$ cat src/rtl/bb_shared_reg_arb.sv
// Round-robin arbiter sharing one DW-bit register among NREQ requesters (LOAD/SET/CLEAR/NOP).
// Optional ownership lock enabled by defining SHARED_REG_LOCK_EN.
module bb_shared_reg_arb #(
  parameter int unsigned NREQ    = 4,
  parameter int unsigned DW      = 8,
  parameter int unsigned RST_VAL = 0,
  parameter int unsigned SET_VAL = 1
) (
  input  logic                     clk_i,
  input  logic                     rst_i,
  input  logic [NREQ-1:0]          req_i,
  input  logic [2*NREQ-1:0]        op_i,
  input  logic [NREQ*DW-1:0]       din_i,
`ifdef SHARED_REG_LOCK_EN
  input  logic [NREQ-1:0]          lock_i,
`endif
  output logic [NREQ-1:0]          gnt_o,
  output logic [$clog2(NREQ)-1:0]  owner_o,
  output logic                     upd_o,
  output logic [DW-1:0]            dout_o
);

  localparam int unsigned IW = $clog2(NREQ);
  localparam logic [DW-1:0] RstV = DW'(RST_VAL);
  localparam logic [DW-1:0] SetV = DW'(SET_VAL);

  typedef enum logic [0:0] {StArb, StLocked} state_e;

  state_e          state_q;
  logic [IW-1:0]   ptr_q;
  logic [IW-1:0]   owner_q;
  logic [NREQ-1:0] gnt_q;
  logic            upd_q;
  logic [DW-1:0]   dout_q;

  logic            found;
  logic [IW-1:0]   win;
  logic [IW-1:0]   sel_idx;
  logic            grant_en;
  logic [1:0]      sel_op;
  logic [DW-1:0]   dout_d;
  logic            upd_d;
  logic [NREQ-1:0] gnt_d;
  logic [IW-1:0]   ptr_inc;

  // Rotating search: first requester at or after the pointer wins.
  always_comb begin
    int unsigned idx;
    found = 1'b0;
    win   = '0;
    for (int unsigned k = 0; k < NREQ; k++) begin
      idx = (32'(ptr_q) + k) % NREQ;
      if (!found && req_i[idx]) begin
        found = 1'b1;
        win   = IW'(idx);
      end
    end
  end

  always_comb begin
    sel_idx  = win;
    grant_en = found;
`ifdef SHARED_REG_LOCK_EN
    if (state_q == StLocked) begin
      sel_idx  = owner_q;
      grant_en = req_i[owner_q];
    end
`endif
    sel_op = op_i[2*sel_idx +: 2];
    upd_d  = (sel_op != 2'b11);
    unique case (sel_op)
      2'b00:   dout_d = din_i[DW*sel_idx +: DW];
      2'b01:   dout_d = SetV;
      2'b10:   dout_d = RstV;
      default: dout_d = dout_q;
    endcase
    gnt_d          = '0;
    gnt_d[sel_idx] = 1'b1;
    ptr_inc        = (sel_idx == IW'(NREQ - 1)) ? '0 : sel_idx + 1'b1;
  end

  always_ff @(posedge clk_i) begin
    if (rst_i) begin
      state_q <= StArb;
      ptr_q   <= '0;
      owner_q <= '0;
      gnt_q   <= '0;
      upd_q   <= 1'b0;
      dout_q  <= RstV;
    end else begin
      gnt_q <= '0;
      upd_q <= 1'b0;
      unique case (state_q)
        StArb: begin
          if (grant_en) begin
            gnt_q   <= gnt_d;
            upd_q   <= upd_d;
            dout_q  <= dout_d;
            owner_q <= sel_idx;
            ptr_q   <= ptr_inc;
`ifdef SHARED_REG_LOCK_EN
            if (lock_i[sel_idx]) state_q <= StLocked;
`endif
          end
        end
`ifdef SHARED_REG_LOCK_EN
        StLocked: begin
          // Pointer stays frozen while the owner keeps its lock.
          if (grant_en) begin
            gnt_q  <= gnt_d;
            upd_q  <= upd_d;
            dout_q <= dout_d;
            if (!lock_i[owner_q]) begin
              state_q <= StArb;
              ptr_q   <= ptr_inc;
            end
          end else begin
            state_q <= StArb;
            ptr_q   <= ptr_inc;
          end
        end
`endif
        default: state_q <= StArb;
      endcase
    end
  end

  assign gnt_o   = gnt_q;
  assign owner_o = owner_q;
  assign upd_o   = upd_q;
  assign dout_o  = dout_q;

endmodule

$ cat config.mk
export PLATFORM = sky130hd
export DESIGN_NAME = bb_shared_reg_arb
export DESIGN_NICKNAME = d
export VERILOG_FILES = /design/src/rtl/bb_shared_reg_arb.sv
export SDC_FILE = /design/constraint.sdc
export NUM_CORES = 1
export LEC_CHECK = 0
export CORE_UTILIZATION = 41
export CTS_CLUSTER_SIZE = 40
export DETAILED_ROUTE_END_ITERATION = 10
export PLACE_DENSITY = 0.84
export SYNTH_ARGS = -nofsm -noshare
export SYNTH_HDL_FRONTEND = slang
export SYNTH_SLANG_ARGS = --single-unit
$ cat constraint.sdc
create_clock -name clk_i -period 6.1 [get_ports clk_i]
set_input_delay 1.22 -clock clk_i [delete_from_list [all_inputs] [get_ports clk_i]]
set_output_delay 1.22 -clock clk_i [all_outputs]
set_load 0.01 [all_outputs]
==> metrics.md, run 1 <==
| Metric | Value |
|---|---|
| Leak Pwr | `~0.67 nW` |
| Register area share after synthesis | `0.304` |
| Final slew viol count | `0` |
| Critical path class | `input pin to flop` |
| Skew final | `1.10 ps` |
| Required @ worst endpoint | `between 6000 and 7000 ps` |
| HP Class | `flop to flop` |
| Peak supply drop | `0.230 mV` |
| Synth Area in Compound Gates | `0.235` |
| Die width | `about 54 um` |
| Via count | `1,130` |
| Setup Fix Bufs, Post-CTS | `0` |
| Synthesis-stage register bit count | `17` |
| Hold_buf cts | `0` |
| Final HPWL DP | `about 2.5 mm` |
| Most frequent CP cell | `mux2i_1` |
| FFs w/ async S/R, synth | `0` |
| Post-CTS sizing | `0` |
| Final Critical Period | `around 4200 ps` |
| Initial Utilization | `0.443` |
| Setup TNS | `0 ps` |
| I/O pin count | `about 60` |
| Overall Power | `between 400 and 500 uW` |
| Pre-antenna DRT Iters | `4` |
| Fmax achieved | `236 MHz` |
| Pin count of the biggest net entering global routing | `19` |
| Pwr dens | `259 nW/um2` |
| Worst rel slew slack | `0.389` |
| Critical path's slowest cell | `clkdlybuf4s50_1` |
| Syn Nets | `around 170` |
| Full die area | `2940 um2` |
| Total gr overflow | `0` |
| Routed vias/inst | `roughly 5.5` |
| Standard-cell rows | `18` |
| Post-DRT Antenna Nets | `0` |
| Count of different cell masters after synthesis | `35` |
| Startpoint Class | `input pin` |
| Mux share of post-synthesis cell area | `0.143` |
| Starting DRT DRC Count | `23` |
| Overall global routing resource usage | `0.210` |
| CTS tree | `yes` |
| CP Data Arrival Time | `roughly 4500 ps` |
| Post-synthesis xor/xnor area fraction | `0` |
| Final hold viol count | `0` |
| FF+latch area | `340 um2` |
| CTS H-tree lvls | `1` |
| Filler Cells Inserted | `198` |
| Largest family of logic cells by synthesized area | `compound AO/OA/AOI/OAI gates` |
| RSZ-0062 raised after global routing | `no` |
| Buffers added on ports | `60` |
| Vias in the first global route | `just under 1,000` |
| Post-synth EDFFs | `0` |
| Clock slew at reported path FFs | `~90 ps` |
| Multi-input combinational cell area | `just over 700 um2` |
| Share of post-route cells with drive strength above 1 | `0.120` |
| Slew of the pin with the lowest slew margin | `around 910 ps` |
| First-pass GRT wire length | `4.43 mm` |
| Worst-path cell chain | `clkdlybuf4s50_1, nor2_1, or4_4, nand2_8, mux2i_1, mux2i_1, ha_1, nor4_1, o311ai_1, a21oi_1, a221o_1` |
| Crit end category | `flop` |
| Status | `completed` |
| Mean Syn Cell Area | `9.73 um2` |
| Total of max-cap violations | `0` |
| Initial antenna violation count | `0` |
| Simple-Gate Fraction of Synth Area | `0.194` |
| Antenna Diode Count | `0` |
| Total CTS buffers | `3` |
| Routed WL | `between 3 and 4 mm` |
| Utilization after layout | `0.691` |
| DR DRC count | `0` |
| DR WL/cell | `between 15 and 20 um` |
| Core area | `roughly 2500 um2` |
| Adder-cell area share of the yosys netlist | `0.0783` |
| Part of the cycle the worst path needs | `0.694` |
| Placer Congestion | `around 0.88` |
| Synth Cell Area | `roughly 1100 um2` |
| Die Y | `~54 um` |
| Final setup vio count | `0` |
| Largest fanout on the critical path | `18` |
| Crit-path max cell delay | `approximately 700 ps` |
| Clock Latency Late Sink | `~290 ps` |
| Sink Count | `17` |
| Main synth FF type | `dfxtp_1` |
| Nets | `between 200 and 250` |
| Root buffer cell | `clkbuf_4` |
| Synth Instances | `between 100 and 150` |
| Largest buffer count on any clock path | `2` |
| Ys Warns | `0` |
| Area grow syn2layout | `55.9%` |
==> state kept, by name, indices dropped and copies added, names as in the netlist <==
| name | flops |
|---|---|
| dout_o | 8 |
| gnt_o | 4 |
| owner_o | 2 |
| ptr_q | 2 |
| upd_o | 1 |
==> path summary, 6_finish.rpt <==
| kind | startpoint | end | slack [ps] | depth (start not counted) |
|---|---|---|---|---|
| worst min-delay path | owner_o[1] | owner_o[1] | 480 | 2 |
| worst min register to register | owner_o[1] | owner_o[1] | 480 | 2 |
| worst max register to register | ptr_q[0] | dout_o[5] | 2960 | 10 |
| worst max-delay path | req_i[3] | dout_o[5] | 1870 | 11 |
==> placed cells by master (no fill, tap or decap), drive strengths merged <==
cell type,instances
clkdlybuf4s50,60
dfxtp,17
nor2,9
a21oi,9
mux2,8
mux2i,7
o21ai,7
nand3,7
a221o,7
ha,7
and2,4
nor2b,4
clkbuf,3
inv,3
nand2,3
nor4,3
and3,2
a211oi,2
nor3,2
a21boi,1
o21bai,1
o31ai,1
or4,1
o221ai,1
o221a,1
o311ai,1
a31oi,1
o32ai,1
and2b,1
clkinv,1
==> layout make-up <==
type,instances,area share
clock buffer,3,0.0129
sequential,17,0.195
clock inverter,1,0.00287
inverter,3,0.00646
multi-input combinational,91,0.417
tap,30,0.0215
timing repair buffer,60,0.344
==> critical path, delay by kind of cell <==
family	cells	cell delay (ps)
fa+ha+maj	1	340
buf+inv	1	680
simple gates	4	1080
mux	2	450
compound gates	3	700
==> cells in the mapped netlist (2+ instances only) <==
cell type	n	area (um2)
nor2_1	9	33.8
nor4_1	2	12.5
mux2_2	8	90.1
and3_1	2	12.5
mux2i_1	7	70.1
dfxtp_1	17	340
nand3_1	7	35.0
nor3_1	2	10.0
a21oi_1	9	45.0
a211oi_1	2	15.0
inv_1	2	7.51
a221o_1	7	70.1
nor2b_1	3	18.8
o21ai_0	7	35.0
ha_1	7	87.6
and2_1	4	25.0
nand2_1	2	7.51
==> per-layer routing <==
| metal | GRT usage | share of wire | up-vias | wire length [um] |
|---|---|---|---|---|
| li1 | - | - | 559 | - |
| met1 | 0.272 | 0.43 | 529 | 1340 |
| met2 | 0.350 | 0.51 | 35 | 1590 |
| met3 | 0.0361 | 0.038 | 7 | 117 |
| met4 | 0.0641 | 0.014 | 0 | 42 |
| met5 | 0 | 0 | - | 0 |
==> report_power, final <==
| part | switching (mW) | leakage [nW] | internal (mW) |
|---|---|---|---|
| clock | 0.0352 | 0.0177 | 0.0244 |
| combinational | 0.110 | 0.512 | 0.128 |
| sequential | 0.0173 | 0.140 | 0.137 |
==> kinds of logic after synthesis <==
family | count (synthesis)
flops | 17
simple gates | 36
buf+inv | 7
fa+ha+maj | 7
compound gates | 33
mux | 15
==> stage by stage <==
stage	setup WS [ps]	instance area, um2	hold slack [ps]	instances
2_1_floorplan	2420	1120	481	115
3_3_place_gp	1780	1720	447	201
3_5_place_dp	1610	1720	463	201
4_1_cts	1930	1740	477	205
5_1_grt	1710	1740	518	205
6_report	1870	1740	479	205
(Power assumes the default switching activity.)
==> inputs of run 2 (changes only) <==
- CORE_UTILIZATION: 41 -> 38
- PLACE_DENSITY: 0.84 -> 0.79
- clock period: 6.1 -> 4 ns (I/O delays scaled with it)
==> run 2 against run 1 <==
- utilization decreased by 5.9 points
- count of clock-buffer cells in the layout unchanged
- total power increased by 53%
- sequential power increased by 53%
- die area increased by 7.6%
- critical endpoint is now dout_o[2]
- largest cell class unchanged
- highest routed layer unchanged
==> metrics.md, run 2 (synthesized netlist as in run 1, its figures left out) <==
| Metric | Value |
|---|---|
| Final HPWL DP | `2.54 mm` |
| Routed WL | `approximately 3.0 mm` |
| Cell family with most CP delay | `compound AO/OA/AOI/OAI gates` |
| Nets | `between 200 and 250` |
| Total of max-cap violations | `0` |
| Slew of the pin with the lowest slew margin | `between 800 and 900 ps` |
| Worst-path cell chain | `clkdlybuf4s50_1, nor2b_1, a21boi_0, o31ai_4, inv_2, mux2i_1, ha_1, nor4_1, o311ai_1, a21oi_1, a221o_1` |
| Buf+Inv Stages, Crit Path | `2` |
| Pwr dens | `around 400 nW/um2` |
| Core area | `between 2000 and 3000 um2` |
| Status | `completed` |
| Part of the cycle the worst path needs | `0.908` |
| Final WS setup | `roughly 370 ps` |
| Total CTS buffers | `3` |
| Starting DRT DRC Count | `17` |
| Leak Pwr | `around 0.68 nW` |
| HP Class | `flop to flop` |
| Share of post-route cells with drive strength above 1 | `0.130` |
| Worst R2R Path Depth | `10` |
| Largest fanout on the critical path | `7` |
| Min-delay src | `owner_o[1]` |
| Pre-antenna DRT Iters | `4` |
| Overall global routing resource usage | `0.204` |
| Standard-cell rows | `19` |
| Root buffer cell | `clkbuf_4` |
| Peak supply drop | `0.267 mV` |
| Setup Fix Bufs, Post-CTS | `0` |
| # placed instances | `roughly 200` |
| I/O pin count | `between 60 and 70` |
| Crit-path max cell delay | `roughly 520 ps` |
| Skew final | `3.11 ps` |
| Number of flip-flops under the largest register name | `8` |
| Vias in the first global route | `about 1,100` |
| Die width | `between 50 and 60 um` |
| Hold Path End | `owner_o[1]` |
| Most frequent cells in the layout | `clkdlybuf4s50_1, dfxtp_1, nor2_1, a21oi_1, mux2_2` |
| Worst R2R Setup Slack | `approximately 1000 ps` |
| Clock Latency Late Sink | `around 300 ps` |
| Most common cell after layout, fill and taps aside | `clkdlybuf4s50_1` |
| Levels on crit path | `11` |
| Placer Congestion | `around 0.77` |
| CP Data Arrival Time | `about 3900 ps` |
| Worst rel slew slack | `0.415` |
| Critical path class | `input pin to flop` |
| Area grow syn2layout | `57.4%` |
| Via count | `1,153` |
| First-pass GRT wire length | `approximately 5.1 mm` |
| Routed vias/inst | `roughly 5.5` |
| Clock slew at reported path FFs | `100 ps` |
| DR WL/cell | `about 15 um` |
| Critical path's slowest cell | `clkdlybuf4s50_1` |
| Final Critical Period | `3630 ps` |
| Final slew viol count | `0` |
| Fmax achieved | `between 200 and 300 MHz` |
| Non-filler cells, final | `about 210` |
| Crit end category | `flop` |
| DP Worst Slack | `between 60 and 70 ps` |
| Hold Path Depth | `2` |
| Pin count of the biggest net entering global routing | `15` |
| Full die area | `approximately 3200 um2` |
| Initial antenna violation count | `0` |
| Startpoint Class | `input pin` |
| Post-CTS sizing | `0` |
| Largest buffer count on any clock path | `2` |
| Die Y | `56.3 um` |
| Antenna Diode Count | `0` |
| Setup TNS | `0 ps` |
| Final setup vio count | `0` |
| Required @ worst endpoint | `4250 ps` |
| Total gr overflow | `0` |
| RSZ-0062 raised after global routing | `no` |
| Buffers added on ports | `60` |
| Hold_buf cts | `0` |
| DR DRC count | `0` |
| Post-DRT Antenna Nets | `0` |
| CTS H-tree lvls | `1` |
| Hold slack | `roughly 470 ps` |
| Final hold viol count | `0` |
| Sink Count | `17` |
| Initial Utilization | `0.402` |
| CTS tree | `yes` |
| R2R Path End | `dout_o[2]` |
| RR Startpoint | `ptr_q[0]` |
==> run 2: cell type report <==
type / instances / area [um2]
tap: 31 / 38.8
multi-input combinational: 91 / 727
sequential: 17 / 340
inverter: 3 / 11.3
timing repair buffer: 62 / 616
clock buffer: 3 / 22.5
clock inverter: 1 / 5.00
fill: 260 / 1020
==> run 2: per-stage QoR <==
step | total power, mW | area, um2 | util
after global placement | 0.594 | 1730 | 0.623
after CTS | 0.694 | 1760 | 0.633
final | 0.692 | 1760 | 0.633
after global routing | 0.741 | 1760 | 0.633
after floorplan | 0.458 | 1120 | -
after detailed placement | 0.602 | 1730 | 0.623
==> run 2: worst max-delay path by stage <==
stage,startpoint,slack (ps),end
final,req_i[2],370,dout_o[2]
after floorplan,req_i[3],740,dout_o[7]
after global routing,req_i[2],100,dout_o[1]
after detailed placement,req_i[2],70,dout_o[2]
after global placement,req_i[1],170,dout_o[4]
after CTS,req_i[2],390,dout_o[2]
==> run 2: report_power, final <==
part	internal [mW]	switching, mW	total [mW]
clock network	0.0373	0.0554	0.0927
logic	0.200	0.165	0.365
registers	0.209	0.0262	0.235
==> run 2: tightest hold or removal path, cell delays in order, from the launching register on <==
cell and delay, ps:
dfxtp_1 330, nand2_1 50, a21oi_1 50
==> run 2: metal layers <==
layer  global-route usage  routed length [um]
met1                0.252                1260
met2                0.371                1610
met3               0.0276                 130
met4               0.0523                  42
met5                    0                   0
